`src/rtl/pc_ras_unit.sv`:
```
// PC sequencer with branch/jump/call/return steering and a circular
// return-address stack with sticky overflow/underflow flags.
module pc_ras_unit #(
    parameter int WIDTH     = 32,
    parameter logic [WIDTH-1:0] RESET_VEC = WIDTH'(32'h00400020),
    parameter logic [WIDTH-1:0] EXC_VEC   = WIDTH'(32'h80000180),
    parameter int RAS_DEPTH = 4,
    localparam int CW = $clog2(RAS_DEPTH + 1),
    localparam int PW = $clog2(RAS_DEPTH)
) (
    input  logic             clk,
    input  logic             reset,
    input  logic             stall,
    input  logic             exception,
    input  logic             branch_taken,
    input  logic [15:0]      branch_offset,
    input  logic             jump,
    input  logic             call,
    input  logic             ret,
    input  logic [25:0]      jump_target,
    output logic [WIDTH-1:0] pc,
    output logic [WIDTH-1:0] pc_plus4,
    output logic [CW-1:0]    ras_count,
    output logic             ras_overflow,
    output logic             ras_underflow
);

    logic [WIDTH-1:0] r_pc;
    logic [CW-1:0]    r_count;
    logic [PW-1:0]    r_top;
    logic             r_ovf;
    logic             r_unf;
    logic [WIDTH-1:0] r_stack [RAS_DEPTH];

    logic [WIDTH-1:0] w_pc4;
    logic [WIDTH-1:0] w_br_tgt;
    logic [WIDTH-1:0] w_jmp_tgt;
    logic [PW-1:0]    w_top_p1;
    logic [PW-1:0]    w_top_m1;
    logic             w_full;
    logic             w_empty;
    logic             w_active;
    logic             w_push;

    assign w_pc4     = r_pc + WIDTH'(4);
    assign w_br_tgt  = w_pc4 + {{(WIDTH-18){branch_offset[15]}}, branch_offset, 2'b00};
    assign w_jmp_tgt = {w_pc4[WIDTH-1:28], jump_target, 2'b00};

    // r_top is the next free slot; when full it also holds the oldest entry
    assign w_top_p1 = (r_top == PW'(RAS_DEPTH - 1)) ? '0 : r_top + PW'(1);
    assign w_top_m1 = (r_top == '0) ? PW'(RAS_DEPTH - 1) : r_top - PW'(1);
    assign w_full   = (r_count == CW'(RAS_DEPTH));
    assign w_empty  = (r_count == '0);

    assign w_active = !reset && !exception && !stall;
    assign w_push   = w_active && !ret && call;

    always_ff @(posedge clk) begin
        if (reset) begin
            r_pc    <= RESET_VEC;
            r_count <= '0;
            r_top   <= '0;
            r_ovf   <= 1'b0;
            r_unf   <= 1'b0;
        end else if (exception) begin
            r_pc <= EXC_VEC;
        end else if (!stall) begin
            if (ret) begin
                if (!w_empty) begin
                    r_pc    <= r_stack[w_top_m1];
                    r_top   <= w_top_m1;
                    r_count <= r_count - CW'(1);
                end else begin
                    r_pc  <= w_pc4;
                    r_unf <= 1'b1;
                end
            end else if (call) begin
                r_pc  <= w_jmp_tgt;
                r_top <= w_top_p1;
                if (w_full) r_ovf <= 1'b1;
                else        r_count <= r_count + CW'(1);
            end else if (jump) begin
                r_pc <= w_jmp_tgt;
            end else if (branch_taken) begin
                r_pc <= w_br_tgt;
            end else begin
                r_pc <= w_pc4;
            end
        end
    end

    // Stack storage carries no reset; validity is tracked by r_count only
    always_ff @(posedge clk) begin
        if (w_push) r_stack[r_top] <= w_pc4;
    end

    assign pc            = r_pc;
    assign pc_plus4      = w_pc4;
    assign ras_count     = r_count;
    assign ras_overflow  = r_ovf;
    assign ras_underflow = r_unf;

endmodule

```
`config.mk`:
```
export PLATFORM = sky130hd
export DESIGN_NAME = pc_ras_unit
export DESIGN_NICKNAME = d
export VERILOG_FILES = /design/src/rtl/pc_ras_unit.sv
export SDC_FILE = /design/constraint.sdc
export NUM_CORES = 1
export LEC_CHECK = 0
export CORE_ASPECT_RATIO = 1.2
export CORE_UTILIZATION = 30
export CTS_BUF_LIST = sky130_fd_sc_hd__clkbuf_4
export CTS_CLUSTER_DIAMETER = 150
export DETAILED_ROUTE_END_ITERATION = 6
export HOLD_SLACK_MARGIN = 0.03
export PLACE_DENSITY = 0.48
export SYNTH_ARGS = -nofsm -noshare
export SYNTH_HDL_FRONTEND = slang
export SYNTH_SLANG_ARGS = --single-unit
```
`constraint.sdc`:
```
create_clock -name clk -period 5.7 [get_ports clk]
set_clock_uncertainty 0.1 [all_clocks]
set_input_delay 0.57 -clock clk [delete_from_list [all_inputs] [get_ports clk]]
set_output_delay 0.57 -clock clk [all_outputs]
set_load 0.01 [all_outputs]
```
---- After elaboration in Yosys (flattened, before gate mapping) ----
Memory sizes are Yosys's and may differ from the RTL's.
Cells that the tools add are included.
operators by class
  bitwise gates (word level) .............. 3
  reduce and logical (&&, ||, !) cells .... 16
  equal/unequal tests ..................... 5
  add/sub/neg operators ................... 6
  mux-type cells .......................... 18
operators with widths
  kind                     count
  $mux W32                 7
  $add A32 B3 Y32 const B  1
  $add A32 B32 Y32         1
  $mux W3                  4
  $mux W2                  5
  $reduce_and A5 Y1        2
  $reduce_and A4 Y1        2
  $logic_and A1 B1 Y1      4
  $logic_not A1 Y1         4
  $ne A2 B2 Y1 const B     2
  $add A3 B1 Y3 const B    1
  $eq A3 B3 Y1 const B     1
  $logic_not A3 Y1         1
  $not A1 Y1               3
  $sub A3 B1 Y3 const B    1
  $add A2 B1 Y2 const B    1
  $eq A2 B2 Y1 const B     1
  $logic_not A2 Y1         1
  $mux W1                  2
  $ne A2 B1 Y1 const B     1
  $reduce_bool A2 Y1       1
  $reduce_or A2 Y1         1
  $sub A2 B1 Y2 const B    1
storage, ports and cells
  input port bits ......................... 50
  logic and storage cells ................. 55
  flip-flop bits (word level) ............. 39
  memories ................................ 1
  memory bits (writable) .................. 128
  output and inout bits ................... 69
memory list
  name     depth  bits a word  read ports  clocked after Yosys merged registers in  wr ports  line  RTL
  r_stack  4      32           1           0                                        1         33    logic [WIDTH-1:0] r_stack [RAS_DEPTH];

---- Longest topological paths before layout ----
Gate-level depths: netlist of the first run.
  word-level depth ........................ 8
  gate-level depth with buffers ........... 16
  gate-level depth less buffers ........... 16

---- Worst setup path after synthesis of the first run ----
Ideal clock, no wire load.
  kind .................................... register to register
  start ................................... register r_pc[8], in the netlist pc[8]
  end ..................................... register r_pc[31], in the netlist pc[31]
  stages on the path, launching flop included .. 17
  setup slack ............................. 1362 ps
  clock period less this slack ............ 4338 ps
  buffers on the path ..................... 1
  required time ........................... 5508 ps
  setup time .............................. 92 ps
  arrival ................................. 4146 ps
  path through ............................ dfxtp_1 > and4_1 > nand3_2 > nor4_4 > nand2_1 > xnor2_1 > ha_1 > buf_2 > nand4_1 > o21bai_1 > o41ai_2 > nor2_1 > a211o_1 > o21ai_1 > or3b_1 > mux2i_1 > o32ai_1
between the ends
  word-level cells in the longest chain between the ends .. 8
  elaborated cells between the ends (all ways) .. 9
  those cells by class .................... add/sub (2); mux (7)
ends and longest elaborated chain
  what                    line  RTL
  start, declared         28    logic [WIDTH-1:0] r_pc;
  start signal, assigned  70    r_pc <= r_stack[w_top_m1];
  start signal, assigned  74    r_pc <= w_pc4;
  start signal, assigned  78    r_pc <= w_jmp_tgt;
  $add A32 B3 Y32         45    assign w_pc4 = r_pc + WIDTH'(4);
  via pc_plus4[18]        22    output logic [WIDTH-1:0] pc_plus4,
  $add A32 B32 Y32        46    assign w_br_tgt = w_pc4 + {{(WIDTH-18){branch_offset[15]}}, branch_offset, 2'b00};
  $mux W32                84    end else if (branch_taken) begin
  $mux W32                82    end else if (jump) begin
  $mux W32                77    end else if (call) begin
  $mux W32                68    if (ret) begin
  $mux W32                67    end else if (!stall) begin
  $mux W32                65    end else if (exception) begin
The timed path passes the listed nets, and every way through them passes these cells. The select of a mux whose other input is x is not followed.
A chain may end at the register's enable or synchronous reset.

---- Final worst setup path of the first run ----
  start ................................... register r_pc[8], in the netlist pc[8]
  end ..................................... register r_pc[31], in the netlist pc[31]
between the ends
  word-level cells in the longest chain between the ends .. 8
  elaborated cells between the ends (all ways) .. 9
  those cells by class .................... add/sub (2); mux (7)
ends and longest elaborated chain
  what               line
  $add A32 B3 Y32 *  45
  $add A32 B32 Y32   46
  $mux W32           84
  $mux W32           82
  $mux W32           77
  $mux W32 *         68
  $mux W32 *         67
  $mux W32 *         65
Mark *: on every way between the ends. The rest lies on a longest branch, timed or not. The select of a mux whose other input is x is not followed.

==> results of run 1 <==
==> routing by layer <==
layer / vias to the layer above / share of wire
li1: 3488 / -
met1: 3717 / 0.46
met2: 189 / 0.49
met3: 22 / 0.045
met4: 0 / 0.013
met5: - / 0
==> cell type report <==
class / count / share of cell area
flip-flops and latches: 167 / 0.406
multi-input cells: 617 / 0.402
repair buffers: 141 / 0.118
well taps: 396 / 0.0435
clock buffers: 19 / 0.0125
clock inverters: 13 / 0.00934
inverters: 26 / 0.00857
diodes: 1 / 0.000220
==> power breakdown <==
| part | total [uW] | internal (uW) | leakage, uW | switching [uW] |
|---|---|---|---|---|
| combinational | 480 | 198 | 0.00242 | 282 |
| sequential | 1340 | 1320 | 0.00149 | 22.2 |
| clock | 666 | 222 | 0.000126 | 444 |
==> cell usage in the layout, fill, tap and decap left out, types with 23 or more instances in the layout <==
cell type	synthesis	final
edfxtp_1	128	128
nand2_1	83	83
dfxtp_1	39	39
ha_1	36	36
inv_1	25	25
a21oi_1	67	67
o21ai_0	44	44
nor2_1	59	57
clkdlybuf4s50_1	0	115
xnor2_1	29	29
mux4_2	32	32
buf_4	3	23
==> worst max-delay path by stage <==
stage           from  endpoint  slack, ps  cells after the start
6_report       pc[8]    pc[31]        880                     15
5_1_grt        pc[8]    pc[31]        520                     15
4_1_cts        pc[8]    pc[31]        930                     15
3_5_place_dp   pc[8]    pc[31]       1030                     15
3_3_place_gp   pc[8]    pc[31]       1080                     16
2_1_floorplan  pc[8]    pc[31]       1360                     16
==> kinds of logic after synthesis <==
kind of cell    Yosys count  synth area share
buf+inv                  74            0.0312
flops                   167             0.488
compound gates          234             0.164
xor+xnor                 51            0.0471
fa+ha+maj                38            0.0518
mux                      42            0.0869
simple gates            252             0.132
==> registers in the layout (all words and copies together) (netlist names), named ones only <==
| signal | count |
|---|---|
| ras_count | 3 |
| ras_overflow | 1 |
| r_stack | 128 |
| r_top | 2 |
| ras_underflow | 1 |
| pc | 30 |
==> tightest hold or removal path, cell delays in order <==
cell     delay, ps
buf_2          110
nor3_1         100
nand4_1        100
o21ai_0         80
==> through the flow <==
stage | total power, uW | std cells | utilization
2_1_floorplan | 1640 | 858 | -
3_3_place_gp | 1850 | 1347 | 0.362
3_5_place_dp | 1850 | 1347 | 0.362
4_1_cts | 2510 | 1379 | 0.370
5_1_grt | 2590 | 1380 | 0.370
6_report | 2490 | 1380 | 0.370
==> results.md, run 1 <==
* Status: complete, no violations
* CP max stage delay at 530 ps
* Yosys top cell area share at 0.406
* Synthesized cell area at about 0.0095 mm^2
* Clock sink count at 167
* Post-synth EDFFs at between 100 and 150
* Total GRT Usage at 0.205
* Clk root buf: clkbuf_4
* Net Count, Synth at approximately 950
* First-pass GRT wire length at around 48000 um
* Leading area contributor after synthesis: edfxtp_1
* Synth Register Bits at 167
* Die Width at around 160 um
* DR iter-0 viols at about 540
* Synth-to-layout area growth at 20.1%
* FF-to-FF path depth at 15
* Top Usage Layer GRT: met2
* Htree depth at 4
* Multi-input gate area at ~0.0046 mm^2
* Period minus WS final at between 4000 and 5000 ps
* Total grt overflow at 0
* CTS Buf Count at 17
* Max Slew Vio Count at 0
* Gpl congestion at just under 0.9
* Hold depth at 4
* Crit path DAT at 5240 ps
* Maximum clock rate at 0.207 GHz
* Met1 global-route usage at 0.275
* Max IR drop VDD at approximately 0.097 mV
* Hold Crit Endpoint: ras_overflow
* R2r startpoint: pc[8]
* Met2 Use GR at 0.344
* CP Data Required Time at between 6000 and 7000 ps
* Setup TNS at 0 ps
* Startpoint types: flop
* Sequential cell area fraction in the yosys report at 0.488
* Cell mode on critical path: nand4_1
* RSZ-0062 raised after global routing: no
* Die Ht at just under 200 um
* TritonCTS clock tree: done
* Vias after detailed routing at ~7400
* Buf+Inv Stages, Crit Path at 0
* Final WS setup at 875 ps
* Clock Pin Slew Worst Setup and Hold Paths at roughly 150 ps
* Type of element capturing the critical path: flop
* Num ports at 119
* Routed wire length at between 30000 and 40000 um
* Drt wl/cell at around 23 um
* Post-synth top cells: edfxtp_1, nand2_1, a21oi_1, nor2_1, o21ai_0
* Predominant post-synthesis flop cell: edfxtp_1
* Hold_buf cts at 0
* Die area at ~0.032 mm^2
* DRT Pass-1 Iters at 5
* Hold_ws at between 300 and 400 ps
* Row count at 70
* Final Hold Violating Endpoints at 0
* Finished Cell Area at 0.0114 mm^2
* Async SR Flop Fraction at 0
* Final-layout fill cell count at about 3100
* Placed cell areas at ~0.011 mm^2
* Syn_area_per_cell at ~11 um^2
* Crit Path Max Fanout at 9
* Post-route DRC at 0
* Final setup violation count at 0
* Post-CTS Resized at 0
* Slew @ Worst Pin at around 1100 ps
* GRT met3 Usage at 0.0278
* Crit Reg-Reg Endpoint: pc[31]
* CP top delay family: simple AND/OR/NAND/NOR gates
* Core area at 0.0307 mm^2
* Hold WC Path Type: in -> reg
* Vias in the first global route at approximately 7300
* Post-Synthesis Cells at 858
* Register area at around 0.0046 mm^2
* Most frequent cell after synthesis: edfxtp_1
* Longest Clk Path Bufs at 2
* I/O Buffers at around 120
* Placement Setup Slack at 1030 ps
* R2R setup slack at between 800 and 900 ps
* Power Density at 219 mW/mm^2
* Hold wc startpoint: stall
* Ys Warns at 0
* Critical path, cell by cell: and4_1, nand3_2, nor4_4, nand4_1, xnor2_1, ha_1, nand4_1, o21bai_1, o41ai_2, nor2_1, a211o_1, o21ai_1, or3b_1, mux2i_1, o32ai_1
* Share of cells above drive strength 1 at 0.115
* Leakage power at between 0.004 and 0.005 uW
* Maxcap violations at 0
* Post-detail-place hpwl at 22600 um
* Setup bufs post-CTS at 0
* Slowest cell on crit path: xnor2_1
* Slew HR at 0.278
* Remaining antenna violation count at 0
* Final Cycle Share at 0.846
* Initial Util at 0.308
* Via density at 5.37
* Largest net degree at the start of global routing at 47
* Synth area leaders: edfxtp_1, dfxtp_1, mux4_2
* Clock Latency Late Sink at slightly above 600 ps
* Nets at 1058
* Distinct cells, synth at 75
* Critical path type: reg -> reg
* Initial antenna violation count at 1
No activity file was read; power rests on OpenSTA's default activity.
==> inputs of run 2 (changes only) <==
==> constraint.sdc (replaced) <==
create_clock -name clk -period 4.45 [get_ports clk]
set_clock_uncertainty 0.1 [all_clocks]
set_input_delay 0.445 -clock clk [delete_from_list [all_inputs] [get_ports clk]]
set_output_delay 0.445 -clock clk [all_outputs]
set_load 0.01 [all_outputs]
==> results.md, run 2 (same netlist as run 1, synthesis figures left out) <==
* Hold_buf cts at 0 (unchanged)
* Nets at 1109 (was 1058)
* Clk root buf: clkbuf_4 (unchanged)
* Crit Path Max Fanout at 6 (was 9)
* Critical path, cell by cell: buf_4, and4_1, nand2_1, xor2_1, inv_1, ha_1, nand2_1, o311ai_2, o2111ai_1, nand2_1, and3_1, nor4_1, or3b_1, mux2i_1, o32ai_1 (was and4_1, nand3_2, nor4_4, nand4_1, xnor2_1, ha_1, nand4_1, o21bai_1, o41ai_2, nor2_1, a211o_1, o21ai_1, or3b_1, mux2i_1, o32ai_1)
* Flip-flop count of the largest register after layout at 128 (unchanged)
* Die Width at 164 um (unchanged)
* Via density at 5.35 (was 5.37)
* Final Cycle Share at 0.937 (was 0.846)
* Startpoint types: flop (unchanged)
* Power Density at 283 mW/mm^2 (was 219 mW/mm^2)
* Remaining antenna violation count at 0 (unchanged)
* Max Slew Vio Count at 0 (unchanged)
* Max IR drop VDD at 0.142 mV (was 0.0974 mV)
* Buf+Inv Stages, Crit Path at 2 (was 0)
* Critical path type: reg -> reg (unchanged)
* Htree depth at 4 (unchanged)
* Initial antenna violation count at 2 (was 1)
* Post-detail-place hpwl at 24400 um (was 22600 um)
* Dpl cells at 1394 (was 1347)
* Cell mode on critical path: nand2_1 (was nand4_1)
* Largest net degree at the start of global routing at 46 (was 47)
* Gpl congestion at 0.866 (was 0.877)
* TritonCTS clock tree: done (unchanged)
* Post-route DRC at 0 (unchanged)
* Layout Cells excl Fill at 1433 (was 1380)
* Drt wl/cell at 22.9 um (was 23.4 um)
* Maxcap violations at 0 (unchanged)
* Slew HR at 0.259 (was 0.278)
* First-pass GRT wire length at 49000 um (was 47700 um)
* Slowest cell on crit path: o311ai_2 (was xnor2_1)
* Crit path DAT at 4610 ps (was 5240 ps)
* CTS Buf Count at 17 (unchanged)
* Most flops, register: r_stack (unchanged)
* Clock Latency Late Sink at 620 ps (was 610 ps)
* Type of element capturing the critical path: flop (unchanged)
* Maximum clock rate at 0.240 GHz (was 0.207 GHz)
* CP Data Required Time at 4890 ps (was 6120 ps)
* Die Ht at 197 um (unchanged)
* Num ports at 119 (unchanged)
* Total grt overflow at 0 (unchanged)
* CP top delay family: simple AND/OR/NAND/NOR gates (unchanged)
* Vias after detailed routing at 7673 (was 7416)
* Die area at 0.0323 mm^2 (unchanged)
* Clock Pin Slew Worst Setup and Hold Paths at 160 ps (was 150 ps)
* RSZ-0062 raised after global routing: no (unchanged)
* Clock sink count at 167 (unchanged)
* DRT Pass-1 Iters at 5 (unchanged)
* Core area at 0.0307 mm^2 (unchanged)
* Placed cell areas at 0.0115 mm^2 (was 0.0111 mm^2)
* I/O Buffers at 118 (unchanged)
* Commonest non-fill, non-tap cell in the layout: edfxtp_1 (unchanged)
* Share of cells above drive strength 1 at 0.168 (was 0.115)
* Vias in the first global route at 7668 (was 7315)
* Total GRT Usage at 0.210 (was 0.205)
* Longest Clk Path Bufs at 2 (unchanged)
* Setup TNS at 0 ps (unchanged)
* Leakage power at 0.00433 uW (was 0.00403 uW)
* Row count at 70 (unchanged)
* Hold WC Path Type: in -> reg (unchanged)
* Final Hold Violating Endpoints at 0 (unchanged)
* CP max stage delay at 470 ps (was 530 ps)
* Most frequent cells in the layout: edfxtp_1, clkdlybuf4s50_1, nand2_1 (unchanged)
* Initial Util at 0.308 (unchanged)
* Status: complete, no violations (unchanged)
* Period minus WS final at 4170 ps (was 4820 ps)
* Routed wire length at 32800 um (was 32300 um)
* Synth-to-layout area growth at 25.7% (was 20.1%)
* DR iter-0 viols at 541 (was 544)
* Finished Cell Area at 0.0119 mm^2 (was 0.0114 mm^2)
* Final setup violation count at 0 (unchanged)
* Slew @ Worst Pin at 1110 ps (was 1080 ps)
[run 2: cell types whose count changed in the layout (fill, tap and decap cells not counted), sizes merged]
cell	before	now
diode	1	3
buf	26	77
clkbuf	19	18
inv	27	30
clkinv	7	4
bufinv	1	3
clkinvlp	4	3
[run 2: metrics by stage]
step / setup WS, ps / power (uW) / utilization / hold slack (ps)
after floorplan: 112 / 2100 / - / 389
after global placement: 132 / 2400 / 0.375 / 364
after detailed placement: 144 / 2390 / 0.375 / 366
after CTS: 101 / 3390 / 0.385 / 173
after global routing: 13.2 / 3510 / 0.388 / 216
final: 282 / 3370 / 0.388 / 240
[run 2: worst paths after layout]
path                     start      endpoint  slack (ps)  cells past startpoint
hold / removal           stall        pc[15]         240                      3
setup reg to reg         pc[4]        pc[31]         280                     15
hold reg to reg   ras_overflow  ras_overflow         380                      2
setup / recovery         pc[4]        pc[31]         280                     15
[run 2: area by class of cell]
class                   count  area, um^2
flip-flops and latches    167        4630
multi-input cells         617        4600
well taps                 396         495
clock inverters            14         173
inverters                  26        97.6
diodes                      3        7.51
repair buffers            192        1780
clock buffers              18         135
fillers                  3068       18800
[run 2: tightest hold or removal path: cells and delay by family]
kind            cells  cell delay [ps]
simple gates        1              130
compound gates      1               50
buf+inv             1              290
[run 2: routing by layer]
| layer | vias to the layer above | part of all wire | global-route usage |
|---|---|---|---|
| met4 | 0 | 0.018 | 0.0631 |
| met1 | 3818 | 0.45 | 0.281 |
| met5 | - | 0 | 0 |
| met2 | 224 | 0.49 | 0.347 |
| met3 | 30 | 0.045 | 0.0337 |
| li1 | 3601 | - | - |
[run 2: what timing repair did]
action,in CTS,in global routing
gates resized for setup,0,10
endpoints found under the setup margin,0,4
setup buffers,0,4
[run 2: where the power goes]
group / total [uW] / internal, uW / leakage, uW / switching [uW]
sequential: 1710 / 1690 / 0.00149 / 19.9
combinational: 656 / 279 / 0.00269 / 378
clock: 1000 / 400 / 0.000155 / 602
total: 3370 / 2370 / 0.00433 / 1000
